===== config.mk =====
export PLATFORM = sky130hd
export DESIGN_NAME = memory_stage
export DESIGN_NICKNAME = d
export VERILOG_FILES = /design/src/rtl/memory_stage.sv
export SDC_FILE = /design/constraint.sdc
export NUM_CORES = 1
export LEC_CHECK = 0
export CAP_MARGIN = 10
export CORE_ASPECT_RATIO = 0.75
export CORE_MARGIN = 3
export CORE_UTILIZATION = 30
export CTS_CLUSTER_SIZE = 12
export DETAILED_ROUTE_END_ITERATION = 10
export PLACE_DENSITY = 0.56
export SYNTH_ARGS = -nofsm -noshare
export SYNTH_HDL_FRONTEND = slang
export SYNTH_SLANG_ARGS = --single-unit

===== constraint.sdc =====
create_clock -name clk -period 4.5 [get_ports clk]
set_input_delay 0.9 -clock clk [delete_from_list [all_inputs] [get_ports clk]]
set_output_delay 0.9 -clock clk [all_outputs]
set_load 0.005 [all_outputs]

===== src/rtl/memory_stage.sv =====
// Memory stage: scalar/vector load-store sequencing against a single-port 32-bit data memory.
// Vector accesses issue four word beats at base+4k; results leave as a one-cycle writeback bundle.
module memory_stage (
   input  logic         clk,
   input  logic         rst_n,
   input  logic         in_valid,
   input  logic [31:0]  ALUresult,
   input  logic [31:0]  WriteData,
   input  logic [127:0] VALUresult,
   input  logic         MemRead,
   input  logic         MemWrite,
   input  logic         VecMem,
   input  logic         RegWrite,
   input  logic         VRegWrite,
   input  logic [3:0]   Rd,
   output logic [31:0]  mem_addr,
   output logic [31:0]  mem_wdata,
   output logic         mem_we,
   output logic         mem_re,
   input  logic [31:0]  mem_rdata,
   output logic         stall,
   output logic         wb_valid,
   output logic [31:0]  wb_result,
   output logic [127:0] wb_vresult,
   output logic [3:0]   wb_rd,
   output logic         wb_regwrite,
   output logic         wb_vregwrite
);

   typedef enum logic [1:0] {IDLE, SLOAD, VBEAT, VLAST} state_t;

   state_t        state, next_state;
   logic [1:0]    beat;
   logic [1:0]    issue_beat;
   logic [31:0]   alu_q, wdata_q, lane_q;
   logic [127:0]  valu_q;
   logic          mr_q, mw_q, vm_q, rw_q, vrw_q;
   logic [3:0]    rd_q;
   logic [95:0]   vbuf;

   logic          done, live;
   logic [31:0]   res_n;
   logic [127:0]  vres_n;

   assign stall = (state != IDLE);

   // beat counts completed post-accept cycles; beat 0 went out from the live inputs
   assign issue_beat = beat + 2'd1;

   always_comb begin
      case (issue_beat)
         2'd1:    lane_q = valu_q[63:32];
         2'd2:    lane_q = valu_q[95:64];
         2'd3:    lane_q = valu_q[127:96];
         default: lane_q = valu_q[31:0];
      endcase
   end

   always_comb begin
      next_state = state;
      mem_addr   = alu_q;
      mem_wdata  = wdata_q;
      mem_we     = 1'b0;
      mem_re     = 1'b0;
      done       = 1'b0;
      live       = 1'b0;
      res_n      = alu_q;
      vres_n     = valu_q;
      case (state)
         IDLE: begin
            if (in_valid) begin
               mem_addr  = ALUresult;
               mem_wdata = VecMem ? VALUresult[31:0] : WriteData;
               mem_re    = MemRead;
               mem_we    = MemWrite & ~MemRead;
               if (VecMem && (MemRead || MemWrite)) begin
                  next_state = VBEAT;
               end else if (MemRead) begin
                  next_state = SLOAD;
               end else begin
                  done   = 1'b1;
                  live   = 1'b1;
                  res_n  = ALUresult;
                  vres_n = VALUresult;
               end
            end
         end
         SLOAD: begin
            next_state = IDLE;
            done       = 1'b1;
            res_n      = mem_rdata;
         end
         VBEAT: begin
            mem_addr  = alu_q + {28'd0, issue_beat, 2'b00};
            mem_wdata = vm_q ? lane_q : wdata_q;
            mem_re    = mr_q;
            mem_we    = mw_q & ~mr_q;
            if (beat == 2'd2) begin
               if (mr_q) begin
                  next_state = VLAST;
               end else begin
                  next_state = IDLE;
                  done       = 1'b1;
               end
            end
         end
         VLAST: begin
            next_state = IDLE;
            done       = 1'b1;
            vres_n     = {mem_rdata, vbuf};
         end
         default: next_state = IDLE;
      endcase
      if (!rst_n) begin
         mem_we = 1'b0;
         mem_re = 1'b0;
      end
   end

   always_ff @(posedge clk or negedge rst_n) begin
      if (!rst_n) begin
         state        <= IDLE;
         beat         <= '0;
         alu_q        <= '0;
         wdata_q      <= '0;
         valu_q       <= '0;
         mr_q         <= 1'b0;
         mw_q         <= 1'b0;
         vm_q         <= 1'b0;
         rw_q         <= 1'b0;
         vrw_q        <= 1'b0;
         rd_q         <= '0;
         vbuf         <= '0;
         wb_valid     <= 1'b0;
         wb_result    <= '0;
         wb_vresult   <= '0;
         wb_rd        <= '0;
         wb_regwrite  <= 1'b0;
         wb_vregwrite <= 1'b0;
      end else begin
         state    <= next_state;
         wb_valid <= done;
         if (state == IDLE && in_valid) begin
            alu_q   <= ALUresult;
            wdata_q <= WriteData;
            valu_q  <= VALUresult;
            mr_q    <= MemRead;
            mw_q    <= MemWrite;
            vm_q    <= VecMem;
            rw_q    <= RegWrite;
            vrw_q   <= VRegWrite;
            rd_q    <= Rd;
            beat    <= '0;
         end
         if (state == VBEAT) begin
            beat <= beat + 2'd1;
            if (mr_q) begin
               case (beat)
                  2'd0:    vbuf[31:0]  <= mem_rdata;
                  2'd1:    vbuf[63:32] <= mem_rdata;
                  default: vbuf[95:64] <= mem_rdata;
               endcase
            end
         end
         if (done) begin
            wb_result    <= res_n;
            wb_vresult   <= vres_n;
            wb_rd        <= live ? Rd : rd_q;
            wb_regwrite  <= live ? RegWrite : rw_q;
            wb_vregwrite <= live ? VRegWrite : vrw_q;
         end
      end
   end

endmodule

==> impl_metrics.env <==
export IMPL_skew_ps=23.3
export IMPL_rr_startpoint="state[0]"
export IMPL_hold_class="input pin to asynchronous set/reset pin"
export IMPL_synth_mux_area_share_pct=8.70
export IMPL_overflow=0
export IMPL_grt_busiest_layer="met2"
export IMPL_cts_sinks=468
export IMPL_track_usage_pct=24.0
export IMPL_clkPwrFrac_pct=17.3
export IMPL_syn_area_sq_um=22400
export IMPL_seq_area_frac_synth_pct=52.2
export IMPL_design_core_area_sq_um=73700
export IMPL_period_share_pct=96.1
export IMPL_path_clk_slew_ps=60
export IMPL_power_density_nw_per_um2=820
export IMPL_use_met1_pct=34.7
export IMPL_slew_headroom_pct=17.2
export IMPL_drt_initial_drc_count=2753
export IMPL_dpl_cell_area_sq_um=28300
export IMPL_cts_htree_levels=2
export IMPL_cts_buffers_inserted=51
export IMPL_synth_most_common_cell="nand2_1"
export IMPL_die_x_microns=322
export IMPL_synth_cell_type_count=43
export IMPL_multi_input_area_sq_um=9870
export IMPL_synth_top_family_by_area="compound AO/OA/AOI/OAI gates"
export IMPL_wire_per_inst_microns=25.8
export IMPL_gr_usage_met3_pct=6.30
export IMPL_seqPwrFrac_pct=32.8
export IMPL_layout_drive_gt1_share_pct=11.3
export IMPL_synth_xor_area_share_pct=1.09
export IMPL_maxCapViolCount=0
export IMPL_synth_edf_count=0
export IMPL_synthesis_nets=2593
export IMPL_cts_buffer_depth=3
export IMPL_use_met2_pct=35.5
export IMPL_port_buffer_count=469
export IMPL_tritoncts="done"
export IMPL_grt_pass1_vias=20100
export IMPL_synthCells=2343
export IMPL_initial_core_util_pct=30.4
export IMPL_fin_nets=2987
export IMPL_ff2ff_setup_slack_ps=990
export IMPL_yosysTopAreaCell="dfrtp_1"
export IMPL_critPathLaunchType="flop"
export IMPL_cp_max_fo=23
export IMPL_fill_cells=6980
export IMPL_ys_warn_count=0
export IMPL_setup_viol=0
export IMPL_postRouteWirelength_mm=96.7
export IMPL_combPwrFrac_pct=49.9
export IMPL_dieHeight_microns=243
export IMPL_synth_top_cells_by_count="681 x nand2_1, 468 x dfrtp_1, 200 x nor2_1"
export IMPL_worst_pin_slew_ps=1240
export IMPL_setup_tns_ps=0
export IMPL_num_vias=20700
export IMPL_regArea_sq_um=11700
export IMPL_die_area_sq_um=78100
export IMPL_power_leakage_nw=13.1
export IMPL_cellInternalPower_mw=14.6
export IMPL_grt_max_degree=172
export IMPL_r2r_end="wb_vresult[101]"
export IMPL_synth_compound_area_share_pct=16.5
export IMPL_antenna_found_initial=15
export IMPL_synthAdderAreaFrac_pct=0.814
export IMPL_cp_data_required_time_ps=3600
export IMPL_synthDominantCellAreaShare_pct=52.2
export IMPL_hold_violations=0
export IMPL_ioPinCount=470
export IMPL_crit_arrival_ps=3430
export IMPL_via_per_inst=5.52
export IMPL_globalplace_congestion=0.850
export IMPL_synth_seq_cells=468
export IMPL_rows=86
export IMPL_clockRootBuffer="clkbuf_16"
export IMPL_rsz0062_at_grt="false"
export IMPL_violations="DRC"
export IMPL_p_sw_share_pct=40.9
export IMPL_fmax_ghz=0.231
export IMPL_slew_violations=0
export IMPL_grt_pass1_wl_mm=141
export IMPL_drt_pass1_iterations=11
export IMPL_async_flop_share_pct=100
export IMPL_worstSkewPairLatency_ps=600
export IMPL_power_switching_mw=10.1
export IMPL_postRouteAntennaNets=0
export IMPL_status="finished with violations"
export IMPL_fin_crit_ps=4330
export IMPL_r2r_cells=10
export IMPL_end_kind="output pin"
export IMPL_synth_ff_type="dfrtp_1"
export IMPL_post_route_drc_count=1
export IMPL_area_delta_synth_final_pct=33.9
export IMPL_dpl_hpwl_mm=66.6
export IMPL_hold_slack_ps=134
export IMPL_final_cell_area_sq_um=30000
export IMPL_hold_buffers=0
export IMPL_synth_area_top_cells="dfrtp_1 52%, nand2_1 11%, a222oi_1 7.1%"
export IMPL_irDropWorstVdd_uv=422
export IMPL_criticalPathCategory="flop to output pin"
export IMPL_avgSynthCellArea_sq_um=9.57
export IMPL_synth_simple_area_share_pct=16.5
-- critical path, cell delays in order, from the launching register on --
cell	delay [ps]
dfrtp_1	390
buf_4	150
ha_2	170
buf_4	240
a222oi_1	790
nor2_1	80
a21oi_1	320
o221ai_1	190
clkdlybuf4s50_1	480
-- worst max path at each step --
stage	slack, ps	start	end
finish	170	beat[1]	mem_wdata[18]
global placement	70	beat[0]	mem_addr[26]
floorplan	970	beat[0]	mem_addr[20]
global route	10	beat[0]	mem_addr[26]
CTS	9	beat[0]	mem_addr[18]
detailed placement	-20	beat[0]	mem_addr[26]
-- power by group through the flow --
| stage | Sequential, mW | Clock, mW | Combinational [mW] |
|---|---|---|---|
| after global placement | 8.01 | 0 | 12.1 |
| after global routing | 8.34 | 4.52 | 13.4 |
| after floorplan | 7.51 | 0 | 6.61 |
| after detailed placement | 8.09 | 0 | 12.3 |
| final | 8.08 | 4.25 | 12.3 |
| after CTS | 8.04 | 4.35 | 12.3 |
-- layout make-up --
class                           instances  area share [%]
Antenna cell                            5          0.0417
Clock buffer                           78            5.13
Clock inverter                         12           0.425
Inverter                               13           0.171
Multi-Input combinational cell       1655            32.9
Sequential cell                       468            39.0
Tap cell                              968            4.03
Timing Repair Buffer                  548            18.3
-- cells in the final DEF (no fill, tap or decap), drive strengths merged, types with 14 or more instances in the layout --
| cell | count |
|---|---|
| o221ai | 44 |
| mux2 | 127 |
| xor2 | 15 |
| a31oi | 31 |
| dfrtp | 468 |
| a21o | 15 |
| clkdlybuf4s50 | 460 |
| a222oi | 158 |
| nand2 | 682 |
| mux2i | 52 |
| a22oi | 33 |
| buf | 81 |
| nor2 | 200 |
| a21oi | 172 |
| and3 | 14 |
| clkbuf | 79 |
| o21ai | 16 |
-- routing by layer --
metal	up-vias	routed length, microns
met5	-	55
met4	8	2280
met3	118	9390
met2	1001	41700
met1	10400	43200
li1	9137	-
-- state kept, by name (all words and copies together), names as in the netlist --
signal / cells
rd_q: 4
wb_valid: 1
valu_q: 128
vbuf: 96
wb_regwrite: 1
wdata_q: 32
state: 2
beat: 2
alu_q: 32
wb_vresult: 128
wb_vregwrite: 1
mw_q: 1
vrw_q: 1
vm_q: 1
mr_q: 1
wb_rd: 4
rw_q: 1
wb_result: 32
-- what timing repair did --
| action | in CTS | in global routing |
|---|---|---|
| buffers inserted | 4 | 2 |
| gates resized for setup | 13 | 10 |
| setup endpoints to repair | 29 | 20 |
| pin swaps | 1 | 1 |
-- through the flow --
step / power [mW] / cells / worst slack, ps / utilization, %
2_1_floorplan: 14.1 / 2343 / 967 / -
3_3_place_gp: 20.1 / 3646 / 69.8 / 38.3
3_5_place_dp: 20.4 / 3646 / -15.1 / 38.3
4_1_cts: 24.7 / 3740 / 8.69 / 40.7
5_1_grt: 26.2 / 3744 / 11.4 / 40.7
6_report: 24.6 / 3747 / 173 / 40.7
-- cell families after synthesis --
group / Yosys count
simple gates: 941
compound gates: 493
flops: 468
buf+inv: 220
mux: 179
xor+xnor: 28
fa+ha+maj: 14
Note: power is estimated with default switching activity, not from simulation.
